**config.mk**
```make
export PLATFORM = sky130hd
export DESIGN_NAME = apb_regfile_responder
export DESIGN_NICKNAME = d
export VERILOG_FILES = /design/src/rtl/apb_resp_pkg.sv /design/src/rtl/apb_resp_mem.sv /design/src/rtl/apb_regfile_responder.sv
export SDC_FILE = /design/constraint.sdc
export NUM_CORES = 1
export LEC_CHECK = 0
export CAP_MARGIN = 10
export CORE_MARGIN = 2
export CORE_UTILIZATION = 60
export CTS_CLUSTER_SIZE = 24
export DETAILED_ROUTE_END_ITERATION = 10
export PLACE_DENSITY_LB_ADDON = 0.15
export SLEW_MARGIN = 20
export SYNTH_ARGS = -nofsm -noshare
export SYNTH_HDL_FRONTEND = slang
export SYNTH_SLANG_ARGS = --single-unit
```
**constraint.sdc**
```tcl
create_clock -name pclk -period 20.5 [get_ports pclk]
set_input_delay 3.075 -clock pclk [delete_from_list [all_inputs] [get_ports pclk]]
set_output_delay 3.075 -clock pclk [all_outputs]
set_load 0.02 [all_outputs]
```
**src/rtl/apb_resp_pkg.sv**
```systemverilog
// Shared types and constants for the APB register-file completer.
package apb_resp_pkg;

  // Width of the access-phase wait counter; holds WAIT_CYCLES values 0..15.
  localparam int WAIT_W = 4;

  // Transfer phase as seen by the completer.
  typedef enum logic {
    APB_IDLE   = 1'b0,
    APB_ACCESS = 1'b1
  } apb_state_e;

endpackage : apb_resp_pkg

```
**src/rtl/apb_resp_mem.sv**
```systemverilog
// DEPTH x DATA_W register storage with per-byte write enables, asynchronous
// clear and a combinational read port.
module apb_resp_mem #(
  parameter int DATA_W = 32,
  parameter int DEPTH  = 16,
  parameter int IDX_W  = $clog2(DEPTH),
  parameter int STRB_W = DATA_W / 8
) (
  input  logic              pclk,
  input  logic              prst,
  input  logic              wr_en,
  input  logic [IDX_W-1:0]  wr_idx,
  input  logic [STRB_W-1:0] wr_strb,
  input  logic [DATA_W-1:0] wr_data,
  input  logic [IDX_W-1:0]  rd_idx,
  output logic [DATA_W-1:0] rd_data
);

  // DEPTH may not be a power of two, so indices above DEPTH-1 read as zero.
  localparam logic [IDX_W:0] DEPTH_L = (IDX_W + 1)'(DEPTH);

  logic [DATA_W-1:0] mem [DEPTH];

  // Clear every register on reset; otherwise merge the strobed bytes.
  always_ff @(posedge pclk or posedge prst) begin
    if (prst) begin
      for (int i = 0; i < DEPTH; i++) begin
        mem[i] <= '0;
      end
    end else if (wr_en) begin
      for (int b = 0; b < STRB_W; b++) begin
        if (wr_strb[b]) begin
          mem[wr_idx][8*b +: 8] <= wr_data[8*b +: 8];
        end
      end
    end
  end

  // Combinational read, zero for indices past the end of the array.
  always_comb begin
    rd_data = '0;
    if ({1'b0, rd_idx} < DEPTH_L) begin
      rd_data = mem[rd_idx];
    end
  end

endmodule : apb_resp_mem

```
**src/rtl/apb_regfile_responder.sv**
```systemverilog
// APB completer fronting a byte-strobed register file, with a fixed number
// of access-phase wait states and an error response for out-of-range indices.
module apb_regfile_responder
  import apb_resp_pkg::*;
#(
  parameter int ADDR_W      = 8,
  parameter int DATA_W      = 32,
  parameter int DEPTH       = 16,
  parameter int WAIT_CYCLES = 0
) (
  input  logic                pclk,
  input  logic                prst,
  input  logic                psel,
  input  logic                penable,
  input  logic                pwrite,
  input  logic [ADDR_W-1:0]   paddr,
  input  logic [DATA_W-1:0]   pwdata,
  input  logic [DATA_W/8-1:0] pstrb,
  output logic                pready,
  output logic [DATA_W-1:0]   prdata,
  output logic                pslverr
);

  localparam int STRB_W = DATA_W / 8;
  localparam int IDX_W  = $clog2(DEPTH);
  localparam logic [ADDR_W:0]   DEPTH_A   = (ADDR_W + 1)'(DEPTH);
  localparam logic [WAIT_W-1:0] WAIT_INIT = WAIT_W'(WAIT_CYCLES);

  // Handshake: a transfer opens with a setup cycle (psel=1, penable=0) and
  // continues with access cycles (psel=1, penable=1). The requester must hold
  // psel, penable, pwrite, paddr, pwdata and pstrb stable through the access
  // phase; the transfer completes (and commits) on the edge ending the cycle
  // in which pready is high. pready is only ever raised in the access phase,
  // after WAIT_CYCLES stalled access cycles. pslverr and prdata are
  // meaningful only while pready is high and are forced to zero otherwise.

  // Current phase; kept as a named register so checkers can observe it.
  apb_state_e        state_q, state_d;
  logic [WAIT_W-1:0] cnt_q, cnt_d;

  logic              in_range;
  logic              done;
  logic              mem_wr_en;
  logic [IDX_W-1:0]  mem_idx;
  logic [DATA_W-1:0] mem_rdata;

  assign in_range = ({1'b0, paddr} < DEPTH_A);
  assign mem_idx  = paddr[IDX_W-1:0];

  // Phase and wait-counter registers, both cleared asynchronously.
  always_ff @(posedge pclk or posedge prst) begin
    if (prst) begin
      state_q <= APB_IDLE;
      cnt_q   <= '0;
    end else begin
      state_q <= state_d;
      cnt_q   <= cnt_d;
    end
  end

  // Next phase, wait countdown and the completion strobe.
  always_comb begin
    state_d = state_q;
    cnt_d   = cnt_q;
    done    = 1'b0;
    case (state_q)
      APB_IDLE: begin
        if (psel && !penable) begin
          state_d = APB_ACCESS;
          cnt_d   = WAIT_INIT;
        end
      end
      APB_ACCESS: begin
        if (!psel) begin
          // Requester walked away: drop the transfer without committing.
          state_d = APB_IDLE;
          cnt_d   = '0;
        end else if (!penable) begin
          // A fresh setup cycle restarts the wait from the top.
          cnt_d = WAIT_INIT;
        end else if (cnt_q != '0) begin
          cnt_d = cnt_q - 1'b1;
        end else begin
          done    = 1'b1;
          state_d = APB_IDLE;
        end
      end
      default: begin
        state_d = APB_IDLE;
        cnt_d   = '0;
      end
    endcase
  end

  // Response muxing; only in-range writes reach the storage.
  always_comb begin
    pready    = done;
    pslverr   = done && !in_range;
    prdata    = '0;
    mem_wr_en = done && pwrite && in_range;
    if (done && !pwrite && in_range) begin
      prdata = mem_rdata;
    end
  end

  apb_resp_mem #(
    .DATA_W (DATA_W),
    .DEPTH  (DEPTH),
    .IDX_W  (IDX_W),
    .STRB_W (STRB_W)
  ) u_mem (
    .pclk    (pclk),
    .prst    (prst),
    .wr_en   (mem_wr_en),
    .wr_idx  (mem_idx),
    .wr_strb (pstrb),
    .wr_data (pwdata),
    .rd_idx  (mem_idx),
    .rd_data (mem_rdata)
  );

endmodule : apb_regfile_responder

```
# After elaboration in Yosys (flattened, before gate mapping)
# Cells that the tools add are included.
[totals]
inputBits = 49
word_cells = 75
out_inout_bits = 34
reg_bits = 517
[classes]
n_reduce_logical = 12
n_bitwise = 2
add_sub_neg = 1
order_cmp = 3
eq_ne = 2
mux = 37
[ops]
columns = ["op", "n"]
rows = [
  ["2-to-1 mux 512 bit", 7],
  ["bitwise mux 512 bit", 4],
  ["demux 32 bit (select 4 bit)", 4],
  ["binary-select mux 32 bit (select 4 bit)", 1],
  ["2-to-1 mux 32 bit", 4],
  ["2-to-1 mux 24 bit", 1],
  ["2-to-1 mux 16 bit", 1],
  ["2-to-1 mux 4 bit", 4],
  ["< comparator 8 x 5 -> 1 bit, second input constant", 1],
  ["2-to-1 mux 1 bit", 8],
  ["2-to-1 mux 8 bit", 1],
  ["one-hot mux 4 bit (2 select lines)", 1],
  ["logical AND 1 bit", 7],
  ["greater-or-equal comparator 5 bit, second input constant", 1],
  ["< comparator 5 x 1 -> 1 bit, second input constant", 1],
  ["NOT 4 -> 5 bit", 1],
  ["inequality test 4 x 3 -> 1 bit, second input constant", 1],
  ["nonzero test 4 bit", 1],
  ["subtractor 4 x 1 -> 4 bit, second input constant", 1],
  ["logical NOT 1 bit", 3],
  ["inequality test 2 bit, second input constant", 1],
  ["one-hot mux 1 bit (2 select lines)", 1],
  ["AND reduction 2 bit", 1],
  ["NOT 1 bit", 1],
]

# Longest topological paths before layout
[logic_depth]
word_depth = 16
ltp_mapped = 9
depth_no_buf = 6

# By module
# A second synthesis with hierarchy kept.
[hier_totals]
hier_cells = 1511
hier_area_um2 = 24330.8
[by_module_without_submodules]
columns = ["mod", "area_per_inst_um2", "instances", "seq_area_each_um2", "cells_each"]
rows = [
  ["apb_resp_mem", 23616.4, 1, 12812.3, 1436],
  ["apb_regfile_responder", 714.4, 1, 125.1, 75],
]

# Worst setup path after synthesis
# No wires, ideal clock.
[synth_path]
path_type = "input-to-output"
from = "input port paddr[7]"
to = "output port prdata[10]"
required_ns = 17.425
stages = 5
slack_ns = 12.520
n_path_buf = 2
arrival_time_ns = 4.905
cell_sequence = "or4_1 -> buf_2 -> or4_1 -> clkbuf_1 -> o21ai_0"
[synth_between]
elab_chain_cells = 3
[synth_lines]
columns = ["item", "line_no", "text"]
rows = [
  ["start, declared", "apb_regfile_responder.sv:16", "input logic [ADDR_W-1:0] paddr,"],
  ["< comparator 8 x 5 -> 1 bit", "apb_regfile_responder.sv:47", "assign in_range = ({1'b0, paddr} < DEPTH_A);"],
  ["logical AND 1 bit", "apb_regfile_responder.sv:101", "if (done && !pwrite && in_range) begin"],
  ["2-to-1 mux 32 bit", "apb_regfile_responder.sv:101", ""],
  ["end, declared", "apb_regfile_responder.sv:20", "output logic [DATA_W-1:0] prdata,"],
]
# No other way between the ends.

# Worst setup path after layout
[layout_path]
from = "input port paddr[7]"
to = "output port prdata[3]"
# Same word-level chain as after synthesis.

==> results.cfg <==
[run_status]
status = finished clean

[synth]
synthTopCellsByCount = mux2_2 (536), dfrtp_1 (517), mux4_2 (127)
synth-edff-count = 0
synth.distinct_cells = 43
synth_top_area_cell = dfrtp_1
synth.yosys.seq_area_share_pct = 54.3
synth_ff_type = dfrtp_1
synth_area_sq_um = 23800
synth-seq-cells = 517
synth.avg_cell_area_sq_um = 15.7
synth.area.top_cells = dfrtp_1 (54%), mux2_2 (25%), mux4_2 (12%), mux2i_1 (1.4%), clkbuf_1 (1.1%)
syn-num-nets = 1566
async_flop_share_pct = 100
synth_cells = 1516
yosysWarnings = 0
synth_top_area_share_pct = 54.3
synth.most_common_cell = mux2_2

[flow_run]
drv_cap = 0

[sta]
slew_viol_final = 0
finalCriticalPeriod_ns = 9.56
setup_viol = 0
rsz0062_at_grt = false
fmax_mhz = 105
clock_skew_ns = 0.0123
hold_violations = 0
tns_ns = 0
period_share_pct = 46.6
worstMarginPinSlew_ns = 1.10
slew_headroom_pct = 26.5

[pwr]
internal-power_mw = 1.58
power_frac_comb_pct = 4.2
netSwitchingPower_uw = 448
p_per_area_nw_per_um2 = 76.0
clkPwrFrac_pct = 45.3
switching_share_pct = 22.1
seq_power_share_pct = 50.4
peakVddDrop_uv = 63.2
leakage_nw = 12.8

[placed_design]
gp_congestion = 0.819
numPortBuffers = 82
dp_hpwl_um = 31100
dp_cells = 2038

[grt]
grt_overflow = 0
grt_pass1_vias = 14400
grt_max_degree = 173
grt.total_usage_pct = 27.1
antenna_found_initial = 4
grt_pass1_wl_um = 84700

[drt]
vias_per_cell = 6.31
dr.pass1.iters = 7
vias = 13400
avgRoutedWirePerCell_um = 25.0
wl_um = 53300
drc = 0
drtAntennaViolNets = 0
drt_iter0_markers = 848

[hold_path]
hp-class = reg -> reg
holdPathStages = 1

[floorplan]
coreArea_sq_um = 38900
die_h_um = 203
fp.dieW_um = 203
die_area_sq_um = 41300
io_pins = 83
start_util_pct = 61.2
rows = 72

[clock_network]
post_cts_buffers = 0
cts_sinks = 517
cts_buffers = 54
clock_latency_ns = 0.59
htree_levels = 2
cts_resized = 0
tritoncts = yes
clock-root-buffer = clkbuf_16
clockBufferDepth = 3
path_clk_slew_ns = 0.05
hold_buffers = 0

[final_layout]
syn_to_final_growth_pct = 12.3
nets = 1626
drive_gt1_share_pct = 49.4
stdcell_count = 2129

[setup_path]
crit_cells = 6
crit_chain = clkdlybuf4s50_1, or4_1, or4_1, buf_4, o21ai_0, clkdlybuf4s50_1
critPathTopFamily = simple AND/OR/NAND/NOR gates
r2r_cells = 6
path_max_fanout = 17
path_buf_inv = 3
cp-start-kind = input pin
crit_required_ns = 17.43
criticalPathCategory = in -> out
arrival_ns = 6.49
cpPeakStageDelay_ns = 0.93
cp-end-kind = primary output
slowest_stage = or4_1
[area by class of cell]
cell class              instances  area (sq um)
diodes                          1          2.50
multi-input cells             897         10500
repair buffers                101           983
clock inverters                 8          68.8
fillers                      2716         12200
inverters                       5          26.3
flip-flops and latches        517         12900
well taps                     518           648
clock buffers                  82          1570
[state kept, by name, indices dropped and copies added, names as in the netlist]
signal,cells
state_q,1
u_mem.mem,512
cnt_q,4
[placed cells by master, fill, tap and decap left out, types with 5 or more instances in the layout]
| cell | count |
|---|---|
| mux2_2 | 536 |
| dfrtp_1 | 517 |
| mux4_2 | 127 |
| clkdlybuf4s50_1 | 79 |
| clkbuf_16 | 55 |
| nand2_1 | 48 |
| o21ai_0 | 34 |
| mux2i_1 | 33 |
| nor2_1 | 19 |
| clkbuf_1 | 18 |
| buf_4 | 18 |
| nand4_1 | 17 |
| nand3_1 | 11 |
| nor3_2 | 9 |
| clkbuf_8 | 9 |
| mux2_4 | 8 |
| clkinv_2 | 6 |
| nor2_4 | 5 |
| nor4_2 | 5 |
| nand2b_1 | 5 |
[cell families after synthesis]
group / after synthesis / share of synthesized area (%)
buffers and inverters: 102 / 1.71
muxes: 704 / 39.2
DFF: 517 / 54.3
AOI/OAI and AO/OA: 42 / 0.972
and+or+nand+nor: 150 / 3.74
adders and majority gates: 1 / 0.0525
[stage by stage]
step	setup slack [ns]	hold WS [ns]	power (mW)	area [sq um]	utilization (%)
after floorplan	2.98	0.474	1.10	23800	-
after global placement	11.03	0.481	1.13	25100	64.4
after detailed placement	10.96	0.487	1.13	25100	64.5
after CTS	10.96	0.500	2.05	26700	68.7
after global routing	10.79	0.506	2.10	26700	68.7
final	10.94	0.499	2.03	26700	68.7
[per-layer routing]
metal	wire length, um	up-vias	track usage, %	part of all wire (%)
met5	40	-	0	0.075
met4	1810	6	10.5	3.4
met3	2880	98	5.62	5.4
met2	25600	302	42.5	48
met1	23000	7224	37.7	43
li1	-	5812	-	-
[path summary, 6_finish.rpt]
kind | slack [ns] | startpoint | to
min in group asynchronous | 3.05 | prst | u_mem.mem[353]$_DFFE_PP0P_
max reg2reg | 16.92 | cnt_q[0]$_DFFE_PP0P_ | u_mem.mem[222]$_DFFE_PP0P_
max in group asynchronous | 15.19 | prst | u_mem.mem[501]$_DFFE_PP0P_
min reg2reg | 0.50 | u_mem.mem[294]$_DFFE_PP0P_ | u_mem.mem[294]$_DFFE_PP0P_
max | 10.94 | paddr[7] | prdata[3]
min | 0.50 | u_mem.mem[294]$_DFFE_PP0P_ | u_mem.mem[294]$_DFFE_PP0P_
[power by group through the flow]
stage | registers (mW) | clock network, mW | logic, mW
after floorplan | 1.04 | 0 | 0.0565
after global placement | 1.04 | 0 | 0.0861
after detailed placement | 1.04 | 0 | 0.0875
after CTS | 1.02 | 0.937 | 0.0878
after global routing | 1.02 | 0.979 | 0.0955
final | 1.02 | 0.921 | 0.0861
Note: power is estimated with default switching activity, not from simulation.
